`src/rtl/debounce_pkg.sv`:
```
// Shared definitions for the debounce scheduler.
//   ceillog2 : smallest w with 2**w >= v
//   chw_of   : channel index width, never below 1
//   cw_of    : shared hold-counter width
//   state_t  : scheduler state encoding
package debounce_pkg;

    function automatic int unsigned ceillog2(input int unsigned v);
        int unsigned w;
        w = 0;
        while ((64'(1) << w) < 64'(v)) begin
            w = w + 1;
        end
        return w;
    endfunction

    function automatic int unsigned chw_of(input int unsigned n_ch);
        return (ceillog2(n_ch) < 1) ? 1 : ceillog2(n_ch);
    endfunction

    function automatic int unsigned cw_of(input int unsigned n_max);
        return (ceillog2(n_max) < 1) ? 1 : ceillog2(n_max);
    endfunction

    typedef enum logic [1:0] {
        SCAN   = 2'd0,
        COUNT  = 2'd1,
        COMMIT = 2'd2
    } state_t;

endpackage

```
`src/rtl/sync_bank.sv`:
```
// Per-bit flop chain bringing raw asynchronous inputs into the clk domain.
//   clk      : system clock
//   rst_a_p  : async active-high reset, clears every stage
//   d        : raw inputs
//   q        : synchronised inputs (last stage)
module sync_bank #(
    parameter int unsigned N_CH        = 4,
    parameter int unsigned SYNC_STAGES = 2
) (
    input  logic            clk,
    input  logic            rst_a_p,
    input  logic [N_CH-1:0] d,
    output logic [N_CH-1:0] q
);

    logic [N_CH-1:0] stg [SYNC_STAGES];

    // Shift chain
    always_ff @(posedge clk or posedge rst_a_p) begin
        if (rst_a_p) begin
            for (int unsigned i = 0; i < SYNC_STAGES; i++) begin
                stg[i] <= '0;
            end
        end else begin
            stg[0] <= d;
            for (int unsigned i = 1; i < SYNC_STAGES; i++) begin
                stg[i] <= stg[i-1];
            end
        end
    end

    assign q = stg[SYNC_STAGES-1];

endmodule

```
`src/rtl/debounce_scheduler.sv`:
```
// Debounces N_CH inputs with a single shared hold counter granted round-robin
// to whichever channel currently disagrees with its debounced level.
//   clk        : system clock
//   rst_a_p    : async active-high reset
//   btn_raw    : raw asynchronous inputs
//   btn_stable : debounced levels
//   btn_rise   : one-cycle pulse on a 0->1 debounced change
//   btn_fall   : one-cycle pulse on a 1->0 debounced change
//   busy       : counter is granted to a channel
//   active_ch  : channel holding (or last holding) the counter
module debounce_scheduler
    import debounce_pkg::*;
#(
    parameter int unsigned N_CH        = 4,
    parameter int unsigned N_MAX       = 5000,
    parameter int unsigned SYNC_STAGES = 2,
    localparam int unsigned CHW        = chw_of(N_CH)
) (
    input  logic            clk,
    input  logic            rst_a_p,
    input  logic [N_CH-1:0] btn_raw,
    output logic [N_CH-1:0] btn_stable,
    output logic [N_CH-1:0] btn_rise,
    output logic [N_CH-1:0] btn_fall,
    output logic            busy,
    output logic [CHW-1:0]  active_ch
);

    localparam int unsigned CW = cw_of(N_MAX);

    state_t          state, state_nxt;
    logic [CW-1:0]   cnt, cnt_nxt;
    logic [CHW-1:0]  rr_ptr, rr_nxt;
    logic [CHW-1:0]  ach_nxt;
    logic [N_CH-1:0] stable_nxt, rise_nxt, fall_nxt;
    logic            busy_nxt;

    logic [N_CH-1:0] btn_s;
    logic [N_CH-1:0] diff;
    logic            found;
    logic [CHW-1:0]  pick;
    logic [31:0]     pick_idx;
    logic [CHW-1:0]  next_ptr;

    sync_bank #(
        .N_CH        (N_CH),
        .SYNC_STAGES (SYNC_STAGES)
    ) u_sync (
        .clk     (clk),
        .rst_a_p (rst_a_p),
        .d       (btn_raw),
        .q       (btn_s)
    );

    assign diff = btn_s ^ btn_stable;

    // Pointer to the channel after the one just serviced or aborted
    assign next_ptr = (active_ch == CHW'(N_CH - 1)) ? '0 : active_ch + CHW'(1);

    // Round-robin search of diff starting at rr_ptr; first set bit wins
    always_comb begin
        found    = 1'b0;
        pick     = '0;
        pick_idx = '0;
        for (int unsigned i = 0; i < N_CH; i++) begin
            pick_idx = 32'(rr_ptr) + i;
            if (pick_idx >= N_CH) begin
                pick_idx = pick_idx - N_CH;
            end
            if (!found && diff[CHW'(pick_idx)]) begin
                found = 1'b1;
                pick  = CHW'(pick_idx);
            end
        end
    end

    // State and output registers
    always_ff @(posedge clk or posedge rst_a_p) begin
        if (rst_a_p) begin
            state      <= SCAN;
            cnt        <= '0;
            rr_ptr     <= '0;
            active_ch  <= '0;
            btn_stable <= '0;
            btn_rise   <= '0;
            btn_fall   <= '0;
            busy       <= 1'b0;
        end else begin
            state      <= state_nxt;
            cnt        <= cnt_nxt;
            rr_ptr     <= rr_nxt;
            active_ch  <= ach_nxt;
            btn_stable <= stable_nxt;
            btn_rise   <= rise_nxt;
            btn_fall   <= fall_nxt;
            busy       <= busy_nxt;
        end
    end

    // Next-state and output decode
    always_comb begin
        state_nxt  = state;
        cnt_nxt    = cnt;
        rr_nxt     = rr_ptr;
        ach_nxt    = active_ch;
        stable_nxt = btn_stable;
        rise_nxt   = '0;
        fall_nxt   = '0;

        case (state)
            SCAN: begin
                if (found) begin
                    ach_nxt   = pick;
                    cnt_nxt   = '0;
                    state_nxt = COUNT;
                end
            end
            COUNT: begin
                // Input fell back to the accepted level: release the counter
                if (btn_s[active_ch] == btn_stable[active_ch]) begin
                    cnt_nxt   = '0;
                    rr_nxt    = next_ptr;
                    state_nxt = SCAN;
                end else if (cnt == CW'(N_MAX - 1)) begin
                    state_nxt = COMMIT;
                end else begin
                    cnt_nxt = cnt + CW'(1);
                end
            end
            COMMIT: begin
                stable_nxt[active_ch] = ~btn_stable[active_ch];
                rise_nxt[active_ch]   = ~btn_stable[active_ch];
                fall_nxt[active_ch]   = btn_stable[active_ch];
                rr_nxt                = next_ptr;
                state_nxt             = SCAN;
            end
            default: begin
                state_nxt = SCAN;
            end
        endcase

        busy_nxt = (state_nxt != SCAN);
    end

endmodule

```
`config.mk`:
```
export PLATFORM = sky130hd
export DESIGN_NAME = debounce_scheduler
export DESIGN_NICKNAME = d
export VERILOG_FILES = /design/src/rtl/debounce_pkg.sv /design/src/rtl/sync_bank.sv /design/src/rtl/debounce_scheduler.sv
export SDC_FILE = /design/constraint.sdc
export NUM_CORES = 1
export LEC_CHECK = 0
export BUFFER_PORTS_ARGS = -buffer_cell sky130_fd_sc_hd__buf_2
export CAP_MARGIN = 20
export CORE_ASPECT_RATIO = 1.4
export CORE_MARGIN = 5
export CORE_UTILIZATION = 32
export DETAILED_ROUTE_END_ITERATION = 7
export SYNTH_ARGS = -nofsm -noshare
export SYNTH_HDL_FRONTEND = slang
export SYNTH_HIERARCHICAL = 1
export SYNTH_SLANG_ARGS = --single-unit
```
`constraint.sdc`:
```
create_clock -name clk -period 2.1 [get_ports clk]
set_clock_uncertainty 0.2 [all_clocks]
set_input_delay 0.105 -clock clk [delete_from_list [all_inputs] [get_ports clk]]
set_output_delay 0.105 -clock clk [all_outputs]
set_load 0.05 [all_outputs]
```
# After elaboration in Yosys (flattened, before gate mapping)
# Index checks and enable logic that the tools add are counted.
dict set report op_classes {
  add_sub_neg 9
  magnitude_cmp 10
  eq_ne 8
  mux 40
  bitwise 4
  reduce_logical 14
}
# operator count
set op_table {}
lappend op_table {{$mux W13} 3}
lappend op_table {{$mux W2} 13}
lappend op_table {{$pmux W13 S2} 1}
lappend op_table {{$lt A2 B3 Y1 const B} 5}
lappend op_table {{$add A13 B1 Y13 const B} 1}
lappend op_table {{$eq A13 B13 Y1 const B} 1}
lappend op_table {{$bmux W1 S2} 6}
lappend op_table {{$mux W1} 11}
lappend op_table {{$ge A3 B3 Y1 const B} 3}
lappend op_table {{$and A4 B4 Y4} 2}
lappend op_table {{$mux W4} 2}
lappend op_table {{$pmux W2 S2} 2}
lappend op_table {{$sub A2 B1 Y2 const B} 4}
lappend op_table {{$add A2 B2 Y3 const B} 2}
lappend op_table {{$reduce_bool A2 Y1} 3}
lappend op_table {{$bwmux W4} 1}
lappend op_table {{$eq A2 B2 Y1 const B} 2}
lappend op_table {{$logic_and A1 B1 Y1} 4}
lappend op_table {{$ne A2 B2 Y1 const B} 2}
lappend op_table {{$reduce_and A2 Y1} 2}
lappend op_table {{$xor A4 B4 Y4} 1}
lappend op_table {{$add A2 B1 Y3 const B} 1}
lappend op_table {{$ge A2 B3 Y1 const B} 1}
lappend op_table {{$logic_not A1 Y1} 3}
lappend op_table {{other kinds (9)} 9}
dict set report totals {
  reg_bits 40
  input_bits 6
  out_inout_bits 15
  wordCells 95
}

# Longest topological paths before layout
dict set report depth {
  ltp_word 17
  mapped_depth 7
  mapped_depth_nobuf 6
}

# By module
# The synthesis kept the hierarchy.
# mod n_inst cells_each area_each_um2 seq_area_each_um2
set by_module_without_submodules {}
lappend by_module_without_submodules {debounce_scheduler 1 172 1725.4 800.8}
lappend by_module_without_submodules {sync_bank 1 13 234.0 200.2}

# Worst setup path before layout
# OpenSTA, ideal clock, no wires.
dict set report synth_timing {
  path_type {reg-to-reg}
  from {register btn_stable[1]}
  to {register rr_ptr[0]}
  setup_time_ns 0.125
  t_arrival_ns 2.061
  required_ns 1.775
  slack_ns -0.286
  stages_incl_launch_ff 6
  path_buffers 0
  synth_period_minus_slack_ns 2.386
  cell_sequence {dfrtp_1 xor2_1 mux4_1 nand2b_1 o21bai_1 mux2_2}
}
dict set report synth_via {
  elab_chain_cells 5
}
# item line_no
set synth_lines {}
lappend synth_lines {{start, declared} debounce_scheduler.sv:22} ;# output logic [N_CH-1:0] btn_stable,
lappend synth_lines {{start signal, assigned} debounce_scheduler.sv:93} ;# btn_stable <= stable_nxt;
lappend synth_lines {{$bmux W1 S2} debounce_scheduler.sv:120} ;# if (btn_s[active_ch] == btn_stable[active_ch]) begin
lappend synth_lines {{$mux W1 (not written as such)} debounce_scheduler.sv:120}
lappend synth_lines {{$eq A1 B1 Y1} debounce_scheduler.sv:120}
lappend synth_lines {{$ne A2 B2 Y1 (no source line)} -}
lappend synth_lines {{$reduce_and A2 Y1 (no source line)} -}
lappend synth_lines {{end signal, assigned} debounce_scheduler.sv:91} ;# rr_ptr <= rr_nxt;
lappend synth_lines {{end, declared} debounce_scheduler.sv:33} ;# logic [CHW-1:0] rr_ptr, rr_nxt;
# No other way between the ends. The select of a mux whose other input is x is not followed.
# A chain may end at the register's enable or synchronous reset.

# Worst setup path in the final report
# Same ends and word-level chain as after synthesis.

==> results <==
- The worst-case register-to-register setup slack is 0.01 ns.
- In the finished design, the share of the clock period the worst path needs comes to 0.9945.
- The overall fraction of global-route tracks in use is 0.1056.
- The area of all sequential standard cells is 0.001007 sq mm.
- The filler cells instantiated in the layout total 572.
- The global-route wire length before repair is 6.665 mm.
- Of the total synthesized cell area, the portion taken by AND, OR, NAND and NOR gates is 0.1667.
- The height of the die is 102.6 microns.
- After floorplanning, the core was sized to cover 0.005904 sq mm.
- The congestion estimate from routability-driven global placement came to 0.8235.
- In this run the static leakage power is 1.161 nW.
- The leading cell type by number of instances after synthesis is sky130_fd_sc_hd__dfrtp_1.
- The largest single stage delay on the critical path is 0.50 ns.
- After synthesis, the most frequently instantiated cells are sky130_fd_sc_hd__dfrtp_1, sky130_fd_sc_hd__a21oi_1, sky130_fd_sc_hd__nand2_1, sky130_fd_sc_hd__nor2_1, sky130_fd_sc_hd__o21ai_0.
- Data on the critical path is required at its endpoint by 2.07 ns.
- The placement-stage worst setup slack is -0.03034 ns.
- The total wire length after detailed routing is 3.833 mm.
- The share of the Yosys chip area taken by registers is 0.5109.
- Of all nets on the critical path, the largest fanout is 4.
- The footprint of the multi-input gates is 909.6 sq um.
- The startpoint type of the worst setup path is a flip-flop.
- The via count of the first global-routing pass is 1399.
- Summing all placed instances gives a cell area of 0.002257 sq mm.
- The final-report setup violation count is 0.
- Pin placement for this block handled 21 I/O pins.
- The detailed router finished its first iteration with 91 violations.
- The headroom to the max-slew limit is 0.7290.
- The fraction of the core area covered by cells at the end of the flow is 0.4098.
- After synthesis, the share of cell area in mux cells is 0.06130.
- From synthesis to final layout, the design area changed by 23.50%.
- The die is 76.14 microns wide.
- The arrival time of the worst setup path is 2.06 ns.
- Ranked by total cell area, the synthesized netlist is headed by sky130_fd_sc_hd__dfrtp_1, sky130_fd_sc_hd__a21oi_1, sky130_fd_sc_hd__ha_1, sky130_fd_sc_hd__xor2_1, sky130_fd_sc_hd__nand2_1.
- Setup repair after global routing could not meet its margin everywhere.
- The area of all placed cells without fillers is 0.002420 sq mm.
- Of all flip-flops after synthesis, the portion carrying an async set or reset was 1.000.
- The share of synthesized area in the top cell type comes to 0.5109.
- The total vias in the final route is 1456.
- In this run the cell area of the synthesized design comes to 0.001959 sq mm.
- Entering global routing, the biggest net connects 33 pins.
- The count of unresolved DRC violations after routing is 0.
- The fmax is 0.4788 GHz.
- Of all cell types, the one taking the most synthesized area is sky130_fd_sc_hd__dfrtp_1.
- The flow ran to the end, and the final reports show no timing, DRC or antenna violations.
- The post-synthesis compound-gate area fraction is 0.1424.
- The tool flagged a number of max-cap violations equal to 0.
- The type of the worst setup path is reg2reg.
- Synthesis handed over a netlist of 185 instances.
- The average cell area after synthesis is 10.59 sq um.
- The worst hold path belongs to the class in2async.
- The dominant synthesized flop cell is sky130_fd_sc_hd__dfrtp_1.
- The number of antenna violations at the first check in global routing is 0.
- After clock tree synthesis, the clock-pin slew on the worst setup and hold paths is 0.08 ns.
- The via density per instance is 4.919.
- The final-report hold violation count came to 0.
- Of the total synthesized cell area, the portion taken by XOR and XNOR cells is 0.03576.
- For this run, the number of Yosys warnings is 6.
- The number of nets produced by synthesis is 196.
- The synthesized design contains 0 enable-type register cells.
- TritonCTS built the clock tree.
- Of the total synthesized cell area, the portion taken by full adders, half adders and majority gates is 0.03193.
- The final max-slew violation count is 0.
- The average wire per standard cell is 12.95 microns.
- The number of antenna diodes in the final layout is 0.
- Counting the buffers created by CTS gives 5.
- The net count of the finished layout is 236.
- The worst path needs 2.088 ns of the cycle, external delays included.
- The count of standard-cell rows is 33.
- The antenna violation net count after detailed routing is 0.
- The number of iterations in the first detailed-routing pass is 4.
- The clock drives 40 sinks.
- The die covers 0.007810 sq mm.
- The worst path meets setup with 0.01161 ns of slack.
- The maximum root-to-sink buffer count is 2.
- The CTS H-tree depth is 2.
- The main combinational cell family by area after synthesis is simple AND/OR/NAND/NOR gates.
- The slew at the pin closest to its max-slew limit is 0.4066 ns.
- The areal power density over the cells is 937.3 mW/mm^2.
- The initial core utilization is 0.3318.
- The HPWL after detailed placement is 2.852 mm.
- Counting flops and latches in the post-synthesis netlist gives 40.
- The count of buffers from port buffering is 20.
- STA classifies the critical path endpoint as a flip-flop.
- After global routing the overflow that remains totals 0.
- The clock reaches the later pin of the worst-skew pair after 0.29 ns.
- The fraction of layout cells with a size suffix above 1 is 0.3186.
- Among all stages on the critical path, the largest delay is contributed by sky130_fd_sc_hd__mux4_2.
- The critical path goes through xor2_2, mux4_2, nand2b_4, o21bai_1, mux2_4.
- The master cell of the clock root buffer is sky130_fd_sc_hd__clkbuf_8.
- Counting distinct cell types in the post-synthesis netlist gives 45.
- Across the VDD grid, the largest voltage drop is 0.2673 mV.
## cells by family (layout without fill, tap and decap cells)
| family | after synthesis | after routing |
|---|---|---|
| multiplexers | 8 | 8 |
| adder cells (fa/ha/maj) | 5 | 5 |
| buffers and inverters | 19 | 60 |
| XOR/XNOR | 8 | 8 |
| flip-flops | 40 | 40 |
| AND/OR/NAND/NOR | 62 | 62 |
| AO/OA/AOI/OAI | 43 | 43 |
## cells in the final DEF, fill, tap and decap left out, types with 2 or more instances in the layout
master                          instances
sky130_fd_sc_hd__nor3b_1                2
sky130_fd_sc_hd__buf_4                 21
sky130_fd_sc_hd__xor2_1                 4
sky130_fd_sc_hd__mux2_4                 2
sky130_fd_sc_hd__o2111ai_1              2
sky130_fd_sc_hd__nor4_1                 2
sky130_fd_sc_hd__dfrtp_1               35
sky130_fd_sc_hd__mux2i_1                3
sky130_fd_sc_hd__or4_4                  2
sky130_fd_sc_hd__nand2b_1               2
sky130_fd_sc_hd__clkbuf_8               5
sky130_fd_sc_hd__nand2_1               16
sky130_fd_sc_hd__o21ai_0                7
sky130_fd_sc_hd__nor3_1                 5
sky130_fd_sc_hd__o21ai_1                2
sky130_fd_sc_hd__xor2_2                 3
sky130_fd_sc_hd__inv_1                  6
sky130_fd_sc_hd__nor2_2                 2
sky130_fd_sc_hd__a22o_1                 4
sky130_fd_sc_hd__buf_2                 20
sky130_fd_sc_hd__dfrtp_2                5
sky130_fd_sc_hd__ha_1                   5
sky130_fd_sc_hd__nand3_1                2
sky130_fd_sc_hd__dlygate4sd3_1          5
sky130_fd_sc_hd__a21oi_1               16
sky130_fd_sc_hd__and3_1                 6
sky130_fd_sc_hd__nor2_1                12
sky130_fd_sc_hd__or2_2                  2
## metrics by stage
stage          setup TNS [ns]  cells  total power [mW]  hold WS [ns]
2_1_floorplan         -0.4533    185             1.505       -0.2793
3_3_place_gp                0    284             1.747       -0.1396
3_5_place_dp         -0.03528    284             1.758       -0.1301
4_1_cts                     0    297             2.289        0.1014
5_1_grt               -0.1102    296             2.422        0.1452
6_report                    0    296             2.268        0.1170
## sequential cells by signal (all words and copies together), names as in the netlist
| signal | flops |
|---|---|
| cnt | 13 |
| btn_rise | 4 |
| state | 2 |
| busy | 1 |
| btn_fall | 4 |
| u_sync/q | 4 |
| btn_stable | 4 |
| rr_ptr | 2 |
| active_ch | 2 |
| u_sync/stg | 4 |
## critical path: cells and delay by family, from the launching register on
family | cells | cell delay (ns)
flip-flops | 1 | 0.44
XOR/XNOR | 1 | 0.16
AO/OA/AOI/OAI | 1 | 0.19
multiplexers | 2 | 0.81
AND/OR/NAND/NOR | 1 | 0.17
## what timing repair did
action	in CTS	in global routing
gates cloned	0	0
pin swaps	2	4
endpoints found under the setup margin	3	12
hold buffers	5	0
resized for setup	4	5
endpoints found under the hold margin	44	0
buffers inserted	0	0
## final cells by class
class                      count  area share
sequential                    40      0.4162
clock inverter                 2    0.005171
multi-input combinational    126      0.3759
timing repair buffer          46      0.1272
inverter                       6    0.009307
tap                           70     0.03619
clock buffer                   6     0.02999
## worst paths after layout
kind,from,to,cells after the start
min in group clk,u_sync/stg[7],u_sync/q[3],0
hold reg to reg,u_sync/stg[7],u_sync/q[3],0
setup / recovery,btn_stable[1],rr_ptr[0],5
max in group asynchronous,rst_a_p,btn_stable[2],4
hold / removal,rst_a_p,u_sync/stg[4],3
setup reg to reg,btn_stable[1],rr_ptr[0],5
## power breakdown
group	internal, mW	total [mW]	switching, mW
logic	0.380	0.813	0.434
registers	0.855	0.960	0.106
clock network	0.232	0.494	0.262
total	1.47	2.27	0.801
## layer usage
layer / part of all wire / wire length (microns) / GRT usage / vias to the layer above
li1: - / - / - / 728
met1: 0.44 / 1697 / 0.1239 / 708
met2: 0.51 / 1947 / 0.1801 / 15
met3: 0.028 / 109 / 0.02273 / 5
met4: 0.020 / 78 / 0.05922 / 0
met5: 0 / 0 / 0 / -
Power figures use the tool's default switching activity.
